==> src/rtl/onehot_demux_buf.sv <==
// rtl/onehot_demux_buf.sv - registered 1-to-N valid/ready demux steered by a one-hot selector
// Optional macro ONEHOT_DEMUX_CHECK_EN: discard non-one-hot beats and pulse err.
module onehot_demux_buf #(
    parameter int N_OUTPUTS = 2,
    parameter int W_DATA    = 32
) (
    input  logic                 clk,
    input  logic                 rst,
    input  logic                 in_valid,
    output logic                 in_ready,
    input  logic [W_DATA-1:0]    in_data,
    input  logic [N_OUTPUTS-1:0] in_sel,
    output logic [N_OUTPUTS-1:0] out_valid,
    input  logic [N_OUTPUTS-1:0] out_ready,
    output logic [W_DATA-1:0]    out_data,
    output logic                 err
);
    localparam logic [1:0] ST_EMPTY = 2'b00;
    localparam logic [1:0] ST_ONE   = 2'b01;
    localparam logic [1:0] ST_TWO   = 2'b11;

    logic                 r_main_valid;
    logic                 r_skid_valid;
    logic                 r_in_ready;
    logic [W_DATA-1:0]    r_main_data;
    logic [W_DATA-1:0]    r_skid_data;
    logic [N_OUTPUTS-1:0] r_main_sel;
    logic [N_OUTPUTS-1:0] r_skid_sel;

    logic                 w_acc;
    logic                 w_hand;
    logic                 w_load;
    logic [1:0]           w_state;

    assign w_acc   = in_valid & r_in_ready;
    assign w_hand  = |(out_valid & out_ready);
    assign w_state = {r_skid_valid, r_main_valid};

`ifdef ONEHOT_DEMUX_CHECK_EN
    logic w_sel_ok;
    logic r_err;

    // One-hot test: non-zero and clearing the lowest set bit leaves nothing.
    assign w_sel_ok = (in_sel != '0) && ((in_sel & (in_sel - N_OUTPUTS'(1))) == '0);
    assign w_load   = w_acc & w_sel_ok;

    always_ff @(posedge clk or posedge rst) begin
        if (rst) begin
            r_err <= 1'b0;
        end else begin
            r_err <= w_acc & ~w_sel_ok;
        end
    end

    assign err = r_err;
`else
    assign w_load = w_acc;
    assign err    = 1'b0;
`endif

    assign out_valid = {N_OUTPUTS{r_main_valid}} & r_main_sel;
    assign out_data  = r_main_data;
    assign in_ready  = r_in_ready;

    always_ff @(posedge clk or posedge rst) begin
        if (rst) begin
            r_main_valid <= 1'b0;
            r_skid_valid <= 1'b0;
            r_in_ready   <= 1'b1;
            r_main_data  <= '0;
            r_skid_data  <= '0;
            r_main_sel   <= '0;
            r_skid_sel   <= '0;
        end else begin
            case (w_state)
                ST_EMPTY: begin
                    if (w_load) begin
                        r_main_valid <= 1'b1;
                        r_main_data  <= in_data;
                        r_main_sel   <= in_sel;
                    end
                end
                ST_ONE: begin
                    if (w_hand) begin
                        if (w_load) begin
                            r_main_data <= in_data;
                            r_main_sel  <= in_sel;
                        end else begin
                            r_main_valid <= 1'b0;
                        end
                    end else if (w_load) begin
                        r_skid_valid <= 1'b1;
                        r_skid_data  <= in_data;
                        r_skid_sel   <= in_sel;
                        r_in_ready   <= 1'b0;
                    end
                end
                ST_TWO: begin
                    if (w_hand) begin
                        r_main_data  <= r_skid_data;
                        r_main_sel   <= r_skid_sel;
                        r_skid_valid <= 1'b0;
                        r_in_ready   <= 1'b1;
                    end
                end
                default: begin
                    // Skid without main is unreachable; drop it and reopen upstream.
                    r_skid_valid <= 1'b0;
                    r_in_ready   <= 1'b1;
                end
            endcase
        end
    end
endmodule

==> config.mk <==
export PLATFORM = sky130hd
export DESIGN_NAME = onehot_demux_buf
export DESIGN_NICKNAME = d
export VERILOG_FILES = /design/src/rtl/onehot_demux_buf.sv
export SDC_FILE = /design/constraint.sdc
export NUM_CORES = 1
export LEC_CHECK = 0
export ABC_CLOCK_PERIOD_IN_PS = 4080
export BUFFER_PORTS_ARGS = -buffer_cell sky130_fd_sc_hd__buf_2
export CAP_MARGIN = 40
export CELL_PAD_IN_SITES_DETAIL_PLACEMENT = 0
export CELL_PAD_IN_SITES_GLOBAL_PLACEMENT = 2
export CORE_MARGIN = 10
export CORE_UTILIZATION = 40
export CTS_BUF_LIST = sky130_fd_sc_hd__clkbuf_4 sky130_fd_sc_hd__clkbuf_8
export CTS_CLUSTER_DIAMETER = 150
export DETAILED_ROUTE_END_ITERATION = 8
export PLACE_DENSITY = 0.89
export SLEW_MARGIN = 30
export SYNTH_ARGS = -nofsm -noshare
export SYNTH_HDL_FRONTEND = slang
export SYNTH_SLANG_ARGS = --single-unit
export TNS_END_PERCENT = 10
==> constraint.sdc <==
create_clock -name clk -period 4.08 [get_ports clk]
set_input_delay 0.816 -clock clk [delete_from_list [all_inputs] [get_ports clk]]
set_output_delay 0.816 -clock clk [all_outputs]
set_load 0.01 [all_outputs]
# Word-level counts from Yosys, hierarchy flattened
# Cells that the tools add are included.
[op_classes]
n_eq_ne = 8
muxes = 19
bitwise_logic = 5
reduce_logical = 8
[op_table]
columns = ["op", "n"]
rows = [
  ["32-bit two-way mux", 3],
  ["32-bit one-hot mux with 3 select lines", 1],
  ["2-bit != test (second input constant)", 6],
  ["1-bit two-way mux", 8],
  ["4-bit AND reduction", 2],
  ["2-bit two-way mux", 3],
  ["1-bit one-hot mux with 3 select lines", 2],
  ["2-bit one-hot mux with 3 select lines", 1],
  ["3-bit AND reduction", 2],
  ["2-bit bitwise AND", 2],
  ["3-bit nonzero test", 1],
  ["2-bit by 1-bit == test with 1-bit output (second input constant)", 1],
  ["2-bit == test (second input constant)", 1],
  ["2-bit logical NOT", 1],
  ["1-bit NOT", 2],
  ["1-bit one-hot mux with 2 select lines", 1],
  ["2-bit nonzero test", 1],
  ["2-bit OR reduction", 1],
  ["1-bit bitwise AND", 1],
]
[word_totals]
register_bits = 71

# Depth between registers and ports, before layout
[depth]
word_depth = 5
mapped_depth = 5
depth_no_buf = 3

# Worst setup path after synthesis
# OpenSTA, ideal clock, no wires.
[synth_path]
kind = "input to register"
startpoint = "input port in_valid"
endpoint = "register r_skid_data[0]"
arrival_ns = 1.741
required_ns = 3.955
setup_slack_ns = 2.214
stages = 5
path_buffers = 2
path_cell_list = "nand3b_1 buf_2 nand3b_4 buf_6 mux2_4"
[synth_between]
elab_chain_len = 2
[synth_lines]
columns = ["element", "line", "text"]
rows = [
  ["from (decl)", "9", "input logic in_valid,"],
  ["1-bit bitwise AND", "35", "assign w_acc = in_valid & r_in_ready;"],
  ["3-bit AND reduction (no line)", "--", ""],
  ["to (signal assigned)", "93", "r_skid_data <= in_data;"],
  ["to (decl)", "26", "logic [W_DATA-1:0] r_skid_data;"],
]
# No other way between the ends.
# A chain may end at the register's enable or synchronous reset.

# Worst setup path in the final report
[layout_path]
startpoint = "input port in_valid"
endpoint = "register r_skid_data[28]"
# The elaborated chain is that of the path after synthesis.

==> PnR_summary.wiki <==
{| class="wikitable"
! Metric !! Value
|-
| Run status || completed
|-
| Insertion delay to the later sink of the worst-skew pair || 0.34 ns
|-
| Required time of the critical path || 4.30 ns
|-
| Clock net sink count || 71
|-
| Worst min path class || flip-flop to flip-flop
|-
| Net switching component of the power || 348 uW
|-
| Hold violation total from the final report || 0
|-
| Ys Warns || 0
|-
| Part of the power in registers || 50.5%
|-
| Placer's final routability congestion estimate || around 0.69
|-
| Final global-route overflow total || 0
|-
| Routed wire length per instance || around 18 um
|-
| I/O pin total || 75
|-
| Worst setup path class || input pin to flip-flop
|-
| Post-synthesis register bit count || 71
|-
| Count of buffers inserted at the top-level ports || 73
|-
| Post-CTS clock slew at the launch and capture registers of the worst setup and hold paths || 0.07 ns
|-
| Number of core rows || 31
|-
| R2R Path End || r_skid_data[15]
|-
| Vias || 1997
|-
| Die outline width || 107 um
|-
| Startpoint of the lowest-slack register-to-register path || in_ready
|-
| Slowest cell delay on critical path || 0.64 ns
|-
| Power density over cell area || between 400 and 500 nW/um^2
|-
| Number of buffers inserted by hold repair at cts || 0
|-
| Post-route clock skew || 0.00946 ns
|-
| Die span in y || 107 um
|-
| Violation count after the first detailed-route iteration || 104
|-
| Minimum clock period after layout || 2.22 ns
|-
| Critical Path Source Type || input pin
|-
| Core area || roughly 7300 sq um
|-
| Number of antenna repair diodes || 0
|-
| Number of antenna violations at the first check in global routing || 0
|-
| # Post-CTS Setup Buffers || 0
|-
| Crit path max fanout || 37
|-
| Filler Cell Count || 684
|-
| Switching Fraction || between 20% and 30%
|-
| Maximum level of the CTS H-tree || 3
|-
| Maximum buffer depth of the clock tree || 2
|-
| Fin crit share || 54.3%
|-
| Total Die Area || about 11000 sq um
|-
| Post-synth EDFFs || 0
|-
| Leading cell type in the layout, fill and taps excluded || buf_2
|-
| Total global routing track utilization || 12.3%
|-
| Most used cells in the layout excluding fill and tap cells || 73 x buf_2, 70 x dfrtp_1, 34 x o22ai_1, 33 x a2bb2oi_1, 30 x mux2_4
|-
| Slew headroom || between 50 and 60%
|-
| Most common flop cell mapped by yosys || dfrtp_1
|-
| Clock tree from TritonCTS || built
|-
| Worst reg2reg path depth || 4
|-
| Number of distinct library cell variants in the gate-level netlist after synthesis || 25
|-
| Unrepaired setup endpoints after global routing || no
|-
| Vias in the first global route || between 2000 and 2500
|-
| Crit. End Element || flip-flop
|-
| Post-CTS resize count || 0
|-
| Number of max-cap violations || 0
|-
| VDD IR max || about 160 uV
|-
| CP Cell Sequence || buf_2 > nand3b_1 > buf_4 > nand3b_4 > mux2_2
|-
| Hold Path Sink || r_skid_data[15]
|-
| Vias per cell || between 5 and 6
|-
| Number of DRC violations after detailed routing || 0
|-
| Power, Total || approximately 1500 uW
|-
| Timing-limited maximum frequency || 451 MHz
|-
| Layout cell share with drive strength beyond 1 || 47.0%
|-
| Sum of routed wire length over all layers || 6800 um
|-
| Slowest library cell on the worst path || nand3b_4
|-
| Netlist area before placement || 3010 sq um
|-
| Count of final max-slew check failures || 0
|-
| Post-DP HPWL || roughly 4500 um
|-
| Clock group share of total power || 38.5%
|-
| Post-Route Setup TNS || 0 ns
|-
| Buffer type at the clock tree root || clkbuf_8
|-
| Leakage component of the power || 0.00195 uW
|-
| Fin nets || 319
|-
| Setup violators final || 0
|-
| Signal arrival time at the worst endpoint || 2.43 ns
|-
| First-pass GRT wire length || 11200 um
|-
| Portion of total power attributed to combinational logic || between 10% and 20%
|-
| Asr flop ratio synth || 100%
|-
| Internal power || ~1200 uW
|-
| Number of cells produced by synthesis || slightly above 200
|-
| Syn_nets || 246
|-
| Number of CTS-inserted buffers || 9
|-
| Post-DRT Antenna Nets || 0
|-
| Source of the worst hold timing path || r_skid_data[15]
|-
| Mean post-synth cell area || 14.5 sq um
|-
| Number of optimization iterations in the first detailed-route pass || 4
|-
| Register area share after synthesis || 59.0%
|-
| Register-to-Register Setup Slack || 1.91 ns
|-
| Final core area utilization || 50.5%
|-
| Worst hold path stage count || 1
|-
| Pin count of the biggest net entering global routing || 51
|-
| Initial core utilization || between 40 and 50%
|-
| Area Overhead vs Synth || 22.4%
|-
| Measured slew at the worst slew-check pin || approximately 0.65 ns
|}
critical path, delay by kind of cell:
kind                   cells  cell delay (ns)
buffers and inverters      2             0.48
AND/OR/NAND/NOR            2             0.72
multiplexers               1             0.41
cell usage after synthesis (all sizes together), types with 2 or more instances:
| cell | number | area, sq um |
|---|---|---|
| a2bb2oi | 33 | 289 |
| and2 | 2 | 12.5 |
| buf | 10 | 68.8 |
| clkbuf | 7 | 26.3 |
| dfrtp | 70 | 1750 |
| inv | 2 | 7.51 |
| mux2 | 34 | 495 |
| nand2 | 3 | 11.3 |
| nand3b | 2 | 27.5 |
| o22ai | 34 | 213 |
registers in the layout, summed over array words and instances, names as in the netlist:
name / flops
r_main_sel: 2
r_main_valid: 1
r_skid_sel: 2
in_ready: 1
r_skid_data: 32
out_data: 32
r_skid_valid: 1
final cells by class:
class	instances	area, sq um	area share (%)
timing repair buffer	79	430	11.7
clock buffer	13	173	4.68
tap	99	124	3.36
multi-input combinational	117	1130	30.7
clock inverter	3	40.0	1.09
inverter	2	10.0	0.272
sequential	71	1780	48.2
power groups by stage:
stage	Sequential, uW	Combinational, uW	Clock [uW]
floorplan	781	124	0
global placement	786	167	0
detailed placement	786	170	0
CTS	774	170	602
global route	781	184	632
finish	775	168	591
how the worst max path moves through the flow:
stage               startpoint               to  slack, ns  cells past startpoint
floorplan                  rst      out_data[0]       1.47                      1
global placement      in_valid  r_skid_data[27]       1.53                      5
detailed placement    in_valid  r_skid_data[28]       1.49                      5
CTS                   in_valid  r_skid_data[28]       1.84                      5
global route          in_valid  r_skid_data[28]       1.76                      5
finish                in_valid  r_skid_data[28]       1.86                      5
cells by family after synthesis:
logic type / share of synthesized area [%]
multiplexers: 16.5
other: 0.125
AND/OR/NAND/NOR: 1.99
flip-flops: 59.0
AO/OA/AOI/OAI: 19.0
buffers and inverters: 3.41
layer usage:
metal,wire (um),global-route usage (%),part of all wire (%),up-vias
li1,-,-,-,937
met1,3090,15.5,45,1001
met2,3080,18.0,45,49
met3,503,4.67,7.4,10
met4,129,6.09,1.9,0
met5,0,0,0,-
stage by stage:
step / setup slack [ns] / instances / hold slack [ns] / area (sq um)
6_report: 1.86 / 384 / 0.510 / 3690
4_1_cts: 1.84 / 383 / 0.512 / 3660
5_1_grt: 1.76 / 384 / 0.525 / 3690
2_1_floorplan: 1.47 / 207 / 0.480 / 3010
3_5_place_dp: 1.49 / 367 / 0.492 / 3450
3_3_place_gp: 1.53 / 367 / 0.482 / 3440
Note: power is estimated with default switching activity, not from simulation.
